===== config.mk =====
export PLATFORM = sky130hd
export DESIGN_NAME = cpu_core_dump_master
export DESIGN_NICKNAME = d
export VERILOG_FILES = /design/src/rtl/cpu_core_dump_master.sv
export SDC_FILE = /design/constraint.sdc
export NUM_CORES = 1
export LEC_CHECK = 0
export ABC_AREA = 0
export CORE_UTILIZATION = 25
export DETAILED_ROUTE_END_ITERATION = 12
export PLACE_DENSITY = 0.54
export SLEW_MARGIN = 5
export SYNTH_ARGS = -nofsm -noshare
export SYNTH_HDL_FRONTEND = slang
export SYNTH_SLANG_ARGS = --single-unit

===== constraint.sdc =====
create_clock -name CCLK -period 5.45 [get_ports CCLK]
set_input_delay 0.545 -clock CCLK [delete_from_list [all_inputs] [get_ports CCLK]]
set_output_delay 0.545 -clock CCLK [all_outputs]
set_load 0.005 [all_outputs]

===== src/rtl/cpu_core_dump_master.sv =====
// AXI4-Lite initiator for the CPU core controller: dumps REG00..REG31 and the PC
// word by word on START, and performs single host-requested writes on WR_REQ.
module cpu_core_dump_master #(
    parameter int unsigned C_M_AXI_ADDR_WIDTH = 16,
    parameter int unsigned C_M_AXI_DATA_WIDTH = 32,
    parameter logic [C_M_AXI_ADDR_WIDTH-1:0] BASE_ADDR = 16'h0000,
    parameter logic [C_M_AXI_ADDR_WIDTH-1:0] PC_OFFSET = 16'h0080,
    parameter int unsigned TIMEOUT_CYCLES = 1024
) (
    input  logic                              CCLK,
    input  logic                              CRST,
    input  logic                              START,
    input  logic                              WR_REQ,
    input  logic [15:0]                       WR_ADDR,
    input  logic [31:0]                       WR_DATA,
    output logic                              BUSY,
    output logic                              DUMP_VALID,
    output logic [5:0]                        DUMP_IDX,
    output logic [31:0]                       DUMP_DATA,
    output logic                              DONE,
    output logic                              ERR,
    output logic                              TIMEOUT,
    output logic [C_M_AXI_ADDR_WIDTH-1:0]     m_axi_araddr,
    output logic [2:0]                        m_axi_arprot,
    output logic                              m_axi_arvalid,
    input  logic                              m_axi_arready,
    input  logic [C_M_AXI_DATA_WIDTH-1:0]     m_axi_rdata,
    input  logic [1:0]                        m_axi_rresp,
    input  logic                              m_axi_rvalid,
    output logic                              m_axi_rready,
    output logic [C_M_AXI_ADDR_WIDTH-1:0]     m_axi_awaddr,
    output logic [2:0]                        m_axi_awprot,
    output logic                              m_axi_awvalid,
    input  logic                              m_axi_awready,
    output logic [C_M_AXI_DATA_WIDTH-1:0]     m_axi_wdata,
    output logic [C_M_AXI_DATA_WIDTH/8-1:0]   m_axi_wstrb,
    output logic                              m_axi_wvalid,
    input  logic                              m_axi_wready,
    input  logic [1:0]                        m_axi_bresp,
    input  logic                              m_axi_bvalid,
    output logic                              m_axi_bready
);

    localparam int AW = C_M_AXI_ADDR_WIDTH;
    localparam int unsigned WD_LAST = (TIMEOUT_CYCLES == 0) ? 0 : TIMEOUT_CYCLES - 1;

    typedef enum logic [2:0] {IDLE, RD_AR, RD_R, WR_AWW, WR_B} state_t;

    state_t                          r_state;
    logic [5:0]                      r_idx;
    logic [AW-1:0]                   r_araddr;
    logic                            r_arvalid;
    logic                            r_rready;
    logic [AW-1:0]                   r_awaddr;
    logic                            r_awvalid;
    logic [C_M_AXI_DATA_WIDTH-1:0]   r_wdata;
    logic                            r_wvalid;
    logic                            r_bready;
    logic                            r_busy;
    logic                            r_dumpValid;
    logic [5:0]                      r_dumpIdx;
    logic [31:0]                     r_dumpData;
    logic                            r_done;
    logic                            r_err;
    logic                            r_timeout;
    logic [31:0]                     r_wdog;

    logic                            w_arHs;
    logic                            w_rHs;
    logic                            w_awHs;
    logic                            w_wHs;
    logic                            w_bHs;
    logic                            w_awDone;
    logic                            w_wDone;
    logic                            w_lastWord;
    logic                            w_waiting;
    logic                            w_wdFire;
    logic [5:0]                      w_nextIdx;
    logic [AW-1:0]                   w_nextAddr;

    assign w_arHs     = r_arvalid & m_axi_arready;
    assign w_rHs      = r_rready & m_axi_rvalid;
    assign w_awHs     = r_awvalid & m_axi_awready;
    assign w_wHs      = r_wvalid & m_axi_wready;
    assign w_bHs      = r_bready & m_axi_bvalid;
    assign w_awDone   = ~r_awvalid | m_axi_awready;
    assign w_wDone    = ~r_wvalid | m_axi_wready;
    assign w_lastWord = (r_idx == 6'd32);
    assign w_nextIdx  = r_idx + 6'd1;
    assign w_nextAddr = (w_nextIdx == 6'd32) ? PC_OFFSET
                                             : BASE_ADDR + AW'({w_nextIdx[4:0], 2'b00});
    assign w_wdFire   = (TIMEOUT_CYCLES != 0) && (r_wdog == WD_LAST);

    // A state is "waiting" on any cycle in which none of its handshakes complete.
    always_comb begin
        w_waiting = 1'b0;
        case (r_state)
            RD_AR:   w_waiting = ~w_arHs;
            RD_R:    w_waiting = ~w_rHs;
            WR_AWW:  w_waiting = ~(w_awHs | w_wHs);
            WR_B:    w_waiting = ~w_bHs;
            default: w_waiting = 1'b0;
        endcase
    end

    always_ff @(posedge CCLK or posedge CRST) begin
        if (CRST) begin
            r_state     <= IDLE;
            r_idx       <= '0;
            r_araddr    <= '0;
            r_arvalid   <= 1'b0;
            r_rready    <= 1'b0;
            r_awaddr    <= '0;
            r_awvalid   <= 1'b0;
            r_wdata     <= '0;
            r_wvalid    <= 1'b0;
            r_bready    <= 1'b0;
            r_busy      <= 1'b0;
            r_dumpValid <= 1'b0;
            r_dumpIdx   <= '0;
            r_dumpData  <= '0;
            r_done      <= 1'b0;
            r_err       <= 1'b0;
            r_timeout   <= 1'b0;
            r_wdog      <= '0;
        end else begin
            r_dumpValid <= 1'b0;
            r_done      <= 1'b0;
            if (w_waiting && w_wdFire) begin
                // Hung slave: abandon the transaction even mid-handshake.
                r_arvalid <= 1'b0;
                r_rready  <= 1'b0;
                r_awvalid <= 1'b0;
                r_wvalid  <= 1'b0;
                r_bready  <= 1'b0;
                r_err     <= 1'b1;
                r_timeout <= 1'b1;
                r_done    <= 1'b1;
                r_busy    <= 1'b0;
                r_wdog    <= '0;
                r_state   <= IDLE;
            end else begin
                r_wdog <= w_waiting ? r_wdog + 32'd1 : 32'd0;
                case (r_state)
                    IDLE: begin
                        if (START) begin
                            r_busy    <= 1'b1;
                            r_err     <= 1'b0;
                            r_timeout <= 1'b0;
                            r_idx     <= '0;
                            r_araddr  <= BASE_ADDR;
                            r_arvalid <= 1'b1;
                            r_state   <= RD_AR;
                        end else if (WR_REQ) begin
                            r_busy    <= 1'b1;
                            r_err     <= 1'b0;
                            r_timeout <= 1'b0;
                            r_awaddr  <= AW'(WR_ADDR);
                            r_wdata   <= WR_DATA;
                            r_awvalid <= 1'b1;
                            r_wvalid  <= 1'b1;
                            r_state   <= WR_AWW;
                        end
                    end
                    RD_AR: begin
                        if (w_arHs) begin
                            r_arvalid <= 1'b0;
                            r_rready  <= 1'b1;
                            r_state   <= RD_R;
                        end
                    end
                    RD_R: begin
                        if (w_rHs) begin
                            r_rready    <= 1'b0;
                            r_dumpValid <= 1'b1;
                            r_dumpIdx   <= r_idx;
                            r_dumpData  <= m_axi_rdata;
                            if (m_axi_rresp != 2'b00) r_err <= 1'b1;
                            if (w_lastWord) begin
                                r_done  <= 1'b1;
                                r_busy  <= 1'b0;
                                r_state <= IDLE;
                            end else begin
                                r_idx     <= w_nextIdx;
                                r_araddr  <= w_nextAddr;
                                r_arvalid <= 1'b1;
                                r_state   <= RD_AR;
                            end
                        end
                    end
                    WR_AWW: begin
                        if (w_awHs) r_awvalid <= 1'b0;
                        if (w_wHs)  r_wvalid  <= 1'b0;
                        if (w_awDone && w_wDone) begin
                            r_bready <= 1'b1;
                            r_state  <= WR_B;
                        end
                    end
                    WR_B: begin
                        if (w_bHs) begin
                            r_bready <= 1'b0;
                            r_done   <= 1'b1;
                            r_busy   <= 1'b0;
                            if (m_axi_bresp != 2'b00) r_err <= 1'b1;
                            r_state  <= IDLE;
                        end
                    end
                    default: r_state <= IDLE;
                endcase
            end
        end
    end

    assign BUSY          = r_busy;
    assign DUMP_VALID    = r_dumpValid;
    assign DUMP_IDX      = r_dumpIdx;
    assign DUMP_DATA     = r_dumpData;
    assign DONE          = r_done;
    assign ERR           = r_err;
    assign TIMEOUT       = r_timeout;
    assign m_axi_araddr  = r_araddr;
    assign m_axi_arprot  = 3'b000;
    assign m_axi_arvalid = r_arvalid;
    assign m_axi_rready  = r_rready;
    assign m_axi_awaddr  = r_awaddr;
    assign m_axi_awprot  = 3'b000;
    assign m_axi_awvalid = r_awvalid;
    assign m_axi_wdata   = r_wdata;
    assign m_axi_wstrb   = '1;
    assign m_axi_wvalid  = r_wvalid;
    assign m_axi_bready  = r_bready;

endmodule


==> flow_metrics.py, run 1 <==
metrics = {
    "outcome": {
        "status": "complete, no violations",
    },
    "worst_setup_path": {
        "cp_slowest_cell": "nor3_4",
        "worstPathRequired_ns": 5.71,
        "worstSetupEndpointType": "flop",
        "crit_start": "r_wdog[0]",
        "max_stage_delay_ns": 0.93,
        "r2r-end": "r_wdog[9]",
        "cp_data_arrival_time_ns": 2.66,
        "start_kind": "flop",
        "reg2reg_from": "r_wdog[0]",
        "r2r_slack_ns": 3.04,
        "worstSetupPathType": "flop to flop",
        "crit_fanout": 21,
        "reg2reg_depth": 5,
        "path_cells": "ha_1 -> and2_1 -> nand3_1 -> nor3_4 -> nor3_1",
        "crit_end": "r_wdog[9]",
    },
    "global_route": {
        "grt_pass1_wl_um": 25200,
        "antenna_found_initial": 0,
        "grt_use_total_pct": 12.1,
        "grt_max_degree": 94,
        "grt_overflow_total": 0,
        "grt_pass1_vias": 4663,
    },
    "timing": {
        "setup_viol": 0,
        "timing.clock.skew_ns": 0.00946,
        "period_share_pct": 44.2,
        "max_freq_mhz": 415,
        "rsz0062_at_grt": "no",
        "tightestPinTransition_ns": 0.994,
        "setup_tns_ns": 0,
        "drv_slew": 0,
        "slew_headroom_pct": 33.5,
        "finalHoldViolations": 0,
        "postLayoutSetupSlackWorst_ns": 3.04,
        "finalCriticalPeriod_ns": 2.41,
    },
    "clock_tree": {
        "ctsHtreeMaxLevel": 4,
        "cts_tree": "done",
        "cts.clk_slew.worst_paths_ns": 0.06,
        "clock_path_buffers": 2,
        "cts_sinks": 141,
        "cts_resized": 0,
        "cts_made_buffers": 17,
        "root_buffer": "clkbuf_16",
        "insertion_delay_ns": 0.42,
        "holdBufCountCts": 0,
        "cts_setup_buffers": 0,
    },
    "layout": {
        "fill_cells": 2531,
        "diodes": 0,
        "final_nets": 817,
        "multi_input_comb_area_sq_um": 2610,
        "syn_to_final_growth_pct": 43.3,
        "drive_gt1_share_pct": 18.4,
        "seq_area_sq_um": 3530,
    },
    "placed_design": {
        "io_buffers": 194,
        "dp_hpwl_um": 11200,
        "gp_congestion": 0.721,
        "place_ws_ns": 2.93,
    },
    "hold_path": {
        "hold_path.class": "flop to flop",
        "hold_depth": 2,
    },
    "die": {
        "die_height_um": 162,
        "io_pins": 215,
        "num_rows": 58,
        "start_util_pct": 25.4,
        "core_sq_um": 25100,
        "die_x_um": 162,
        "dieArea_sq_um": 26200,
    },
    "detailed_routing": {
        "drt_iter0_markers": 284,
        "post_drt_wl_per_cell_um": 14.9,
        "routed_wl_um": 15800,
        "ant_nets": 0,
        "drt_first_pass_iters": 4,
        "vias_per_cell": 4.48,
        "drc": 0,
        "vias": 4760,
    },
    "logic_synthesis": {
        "ys_ff_latch": 141,
        "synth-async-reset-ratio_pct": 100,
        "ys.flop_type": "dfrtp_1",
        "synth_cells": 534,
        "avgSynthCellArea_sq_um": 12.0,
        "syn_area_sq_um": 6390,
        "yosysWarningCount": 0,
        "ys_seq_area_share_pct": 55.2,
        "synth_cell_types": 54,
        "synth-edff-count": 0,
    },
    "power": {
        "peakVddDrop_uv": 166,
        "leakagePower_nw": 3.96,
        "powerDensity_nw_per_um2": 246,
    },
    "run": {
        "cap_violations": 0,
    },
}
-- cells in the final DEF, fill, tap and decap left out, drive strengths merged, types with 5 or more instances in the layout --
cell type      Yosys  layout
clkdlybuf4s50      0     194
conb               2      20
a211oi            12      12
nor3b              5       5
nor3              18      18
a22o               7       7
inv               12      15
clkinv             1       5
or3                7       7
mux2              84      84
nor2              18      18
nor4               9       9
clkbuf            13      19
o21ai             21      21
a21oi             11      11
dfrtp            141     141
and4               5       5
nand4             14      14
nand3             16      16
o31ai              7       7
or4               12      12
xnor2              9       9
nand2             24      24
xor2               5       5
buf               37       6
-- synth_stat cells, types with 4 or more instances --
cell type / number / area share (%)
mux2_2: 84 / 15
a211oi_1: 8 / 0.94
a21oi_1: 11 / 0.86
a22oi_1: 4 / 0.47
a211oi_2: 4 / 0.78
nor3b_1: 5 / 0.59
buf_2: 6 / 0.47
clkbuf_1: 13 / 0.76
or4_1: 10 / 1.2
nor4_1: 9 / 0.88
nand4_1: 13 / 1.3
buf_1: 8 / 0.47
inv_1: 12 / 0.71
nand3_1: 16 / 1.3
a22o_1: 7 / 0.96
and2_1: 4 / 0.39
o21ai_0: 21 / 1.6
nor2_1: 18 / 1.1
nor3_1: 18 / 1.4
buf_4: 22 / 2.6
and4_1: 5 / 0.69
xnor2_1: 9 / 1.2
or3_1: 7 / 0.69
nand2_1: 24 / 1.4
dfrtp_1: 141 / 55
o31ai_1: 7 / 0.82
xor2_1: 5 / 0.69
-- worst max-delay path, delay by kind of cell (launching register included) --
family	cells	cell delay (ns)
fa+ha+maj	1	0.23
flops	1	0.40
simple gates	4	1.62
-- cells by family after synthesis --
logic type / synth area share (%)
AND/OR/NAND/NOR: 13.4
flip-flops: 55.2
multiplexers: 15.3
AO/OA/AOI/OAI: 8.28
buffers and inverters: 5.23
XOR/XNOR: 1.92
adder cells (fa/ha/maj): 0.588
other: 0.118
-- sequential cells by signal, summed over array words and instances, names as in the netlist --
name	count
m_axi_awaddr	16
BUSY	1
m_axi_awvalid	1
DUMP_IDX	6
m_axi_arvalid	1
ERR	1
m_axi_bready	1
m_axi_wdata	32
r_idx	5
m_axi_wvalid	1
DUMP_VALID	1
r_wdog	32
r_state	3
DUMP_DATA	32
DONE	1
TIMEOUT	1
m_axi_rready	1
m_axi_araddr	5
-- cell type report --
| class | count | share of cell area [%] |
|---|---|---|
| timing repair buffer | 200 | 21.7 |
| tap | 330 | 4.51 |
| clock buffer | 19 | 4.95 |
| clock inverter | 12 | 1.24 |
| multi-input combinational | 348 | 28.5 |
| inverter | 13 | 0.588 |
| sequential | 141 | 38.5 |
-- worst min-delay path by stage --
stage / slack, ns / endpoint / from
6_report: 0.48 / DUMP_IDX[1] / DUMP_IDX[1]
5_1_grt: 0.50 / DUMP_IDX[0] / DUMP_IDX[0]
4_1_cts: 0.49 / DUMP_IDX[1] / DUMP_IDX[1]
3_5_place_dp: 0.47 / DUMP_IDX[1] / DUMP_IDX[1]
3_3_place_gp: 0.46 / DUMP_IDX[1] / DUMP_IDX[1]
2_1_floorplan: 0.47 / DUMP_IDX[0] / DUMP_IDX[0]
-- power by group --
group | switching [mW] | leakage (nW) | internal, mW
logic | 0.0340 | 1.75 | 0.0587
clock network | 0.460 | 0.268 | 0.653
registers | 0 | 1.95 | 1.05
total | 0.494 | 3.96 | 1.76
-- through the flow --
step	hold slack [ns]	cell area (sq um)	total power [mW]	std cells	utilization, %
5_1_grt	0.498	9150	2.35	1063	36.5
3_5_place_dp	0.470	8590	1.16	1032	34.2
4_1_cts	0.485	9150	2.29	1063	36.5
6_report	0.479	9150	2.25	1063	36.5
3_3_place_gp	0.463	8590	1.16	1032	34.2
2_1_floorplan	0.473	6460	1.10	552	-
-- layer usage --
layer  up-vias  GRT usage (%)  share of wire (%)
met4         0           2.57               0.69
met2       141           19.6                 48
li1       2281              -                  -
met3        12           4.67                7.4
met5         -              0                  0
met1      2326           15.4                 44
No activity file was read; power rests on OpenSTA's default activity.
==> run 2: changes to the inputs <==
==> constraint.sdc (replaced) <==
create_clock -name CCLK -period 2.23 [get_ports CCLK]
set_input_delay 0.223 -clock CCLK [delete_from_list [all_inputs] [get_ports CCLK]]
set_output_delay 0.223 -clock CCLK [all_outputs]
set_load 0.005 [all_outputs]
==> run 2 against run 1 <==
  * Non-clock buffer count rose by 19
  * Die area unchanged
  * Flip-flop and latch count is the same
  * Final cell count is 1.9% higher
  * Utilization up 1.0 points
  * Clock power rose to 2.6 times the previous value
  * Highest routed layer unchanged
  * Design area grew 2.8%
==> flow_metrics.py, run 2 (synthesized netlist as in run 1, its figures left out) <==
metrics = {
    "timing": {
        "postLayoutSetupSlackWorst_ns": 0.134,
        "timing.clock.skew_ns": 0.00864,
        "max_freq_mhz": 477,
        "finalHoldViolations": 0,
        "setup_tns_ns": 0,
        "setup_viol": 0,
        "drv_slew": 0,
        "period_share_pct": 94.0,
        "finalCriticalPeriod_ns": 2.10,
        "rsz0062_at_grt": "no",
    },
    "global_route": {
        "use_met3_pct": 4.01,
        "grt_util_met2_pct": 20.1,
        "grt_pass1_vias": 4819,
        "grt_max_degree": 51,
        "grt_util_met1_pct": 15.9,
        "antenna_found_initial": 0,
        "grt_use_total_pct": 12.5,
        "grt_pass1_wl_um": 25900,
        "busiest_layer": "met2",
        "grt_overflow_total": 0,
    },
    "worst_setup_path": {
        "reg2reg_from": "r_wdog[16]",
        "crit_fanout": 16,
        "start_kind": "flop",
        "r2r_slack_ns": 0.13,
        "worstSetupPathType": "flop to flop",
        "worstPathRequired_ns": 2.56,
        "reg2reg_depth": 4,
        "cp_data_arrival_time_ns": 2.43,
        "r2r-end": "r_wdog[31]",
        "worstSetupEndpointType": "flop",
    },
    "die": {
        "num_rows": 58,
        "die_height_um": 162,
        "die_x_um": 162,
        "dieArea_sq_um": 26200,
        "core_sq_um": 25100,
        "io_pins": 215,
        "start_util_pct": 25.4,
    },
    "power": {
        "peakVddDrop_uv": 420,
        "powerDensity_nw_per_um2": 602,
        "leakagePower_nw": 4.09,
    },
    "layout": {
        "final_cell_mix": "194 x clkdlybuf4s50_1, 141 x dfrtp_1, 84 x mux2_2",
        "drive_gt1_share_pct": 20.5,
        "syn_to_final_growth_pct": 47.3,
        "diodes": 0,
        "final_cells": 1083,
        "final_common_cell": "clkdlybuf4s50_1",
        "fin_util_pct": 37.5,
        "fill_cells": 2545,
        "final_nets": 836,
        "fin_area_sq_um": 9410,
    },
    "run": {
        "cap_violations": 0,
    },
    "placed_design": {
        "dpl.cell_count": 1051,
        "place_ws_ns": 0.133,
        "place_area_sq_um": 8810,
        "dp_hpwl_um": 11600,
        "gp_congestion": 0.782,
        "io_buffers": 194,
    },
    "clock_tree": {
        "ctsHtreeMaxLevel": 4,
        "clock_path_buffers": 2,
        "cts.clk_slew.worst_paths_ns": 0.06,
        "insertion_delay_ns": 0.42,
        "cts_made_buffers": 17,
        "root_buffer": "clkbuf_16",
        "cts_sinks": 141,
        "cts_resized": 0,
        "holdBufCountCts": 0,
        "cts_tree": "done",
        "cts_setup_buffers": 0,
    },
    "hold_path": {
        "hold_path.class": "primary input to async pin",
    },
    "detailed_routing": {
        "vias_per_cell": 4.47,
        "vias": 4844,
        "routed_wl_um": 16000,
        "drt_first_pass_iters": 4,
        "drt_iter0_markers": 219,
        "ant_nets": 0,
        "post_drt_wl_per_cell_um": 14.8,
        "drc": 0,
    },
    "outcome": {
        "status": "complete, no violations",
    },
}
[run 2: cell count changes in the layout (fill, tap and decap cells not counted), sizes merged]
cell / previous run / this run
inv: 15 / 16
clkinv: 5 / 4
buf: 6 / 25
bufinv: 1 / 2
[run 2: layout make-up]
class / count / area, sq um / share of cell area, %
Sequential cell: 141 / 3530 / 37.5
Multi-Input combinational cell: 348 / 2600 / 27.6
Timing Repair Buffer: 219 / 2220 / 23.6
Clock buffer: 19 / 443 / 4.71
Tap cell: 330 / 413 / 4.39
Clock inverter: 13 / 155 / 1.65
Inverter: 13 / 52.6 / 0.559
[run 2: where the power goes]
| part | total (mW) | internal [mW] | switching [mW] |
|---|---|---|---|
| sequential | 2.56 | 2.56 | 0 |
| combinational | 0.241 | 0.153 | 0.0878 |
| clock | 2.86 | 1.70 | 1.16 |
[run 2: worst max path at each step]
stage	start	slack, ns	cells past startpoint	to
final	r_wdog[16]	0.13	4	r_wdog[31]
after global routing	r_wdog[11]	0.02	4	r_wdog[31]
after CTS	r_wdog[11]	0.12	4	r_wdog[31]
after detailed placement	r_wdog[11]	0.13	4	r_wdog[31]
after global placement	r_wdog[11]	0.17	4	r_wdog[31]
after floorplan	CRST	0.24	1	BUSY
[run 2: per-layer routing]
metal  wire length (um)  vias up
li1                   -     2321
met2               7460      157
met1               7270     2356
met5                  0        -
met4                123        0
met3               1140       10
[run 2: stage by stage]
step | hold WS (ns) | power (mW)
floorplan | 0.374 | 2.68
global placement | 0.461 | 2.85
detailed placement | 0.471 | 2.85
CTS | 0.0843 | 5.77
global route | 0.117 | 5.89
finish | 0.0951 | 5.66
[run 2: worst max-delay path: stages (launching register included)]
cell and delay (ns):
dfrtp_1 0.43, nand4_1 0.18, or4_4 0.64, or4_4 0.54, a211oi_2 0.21
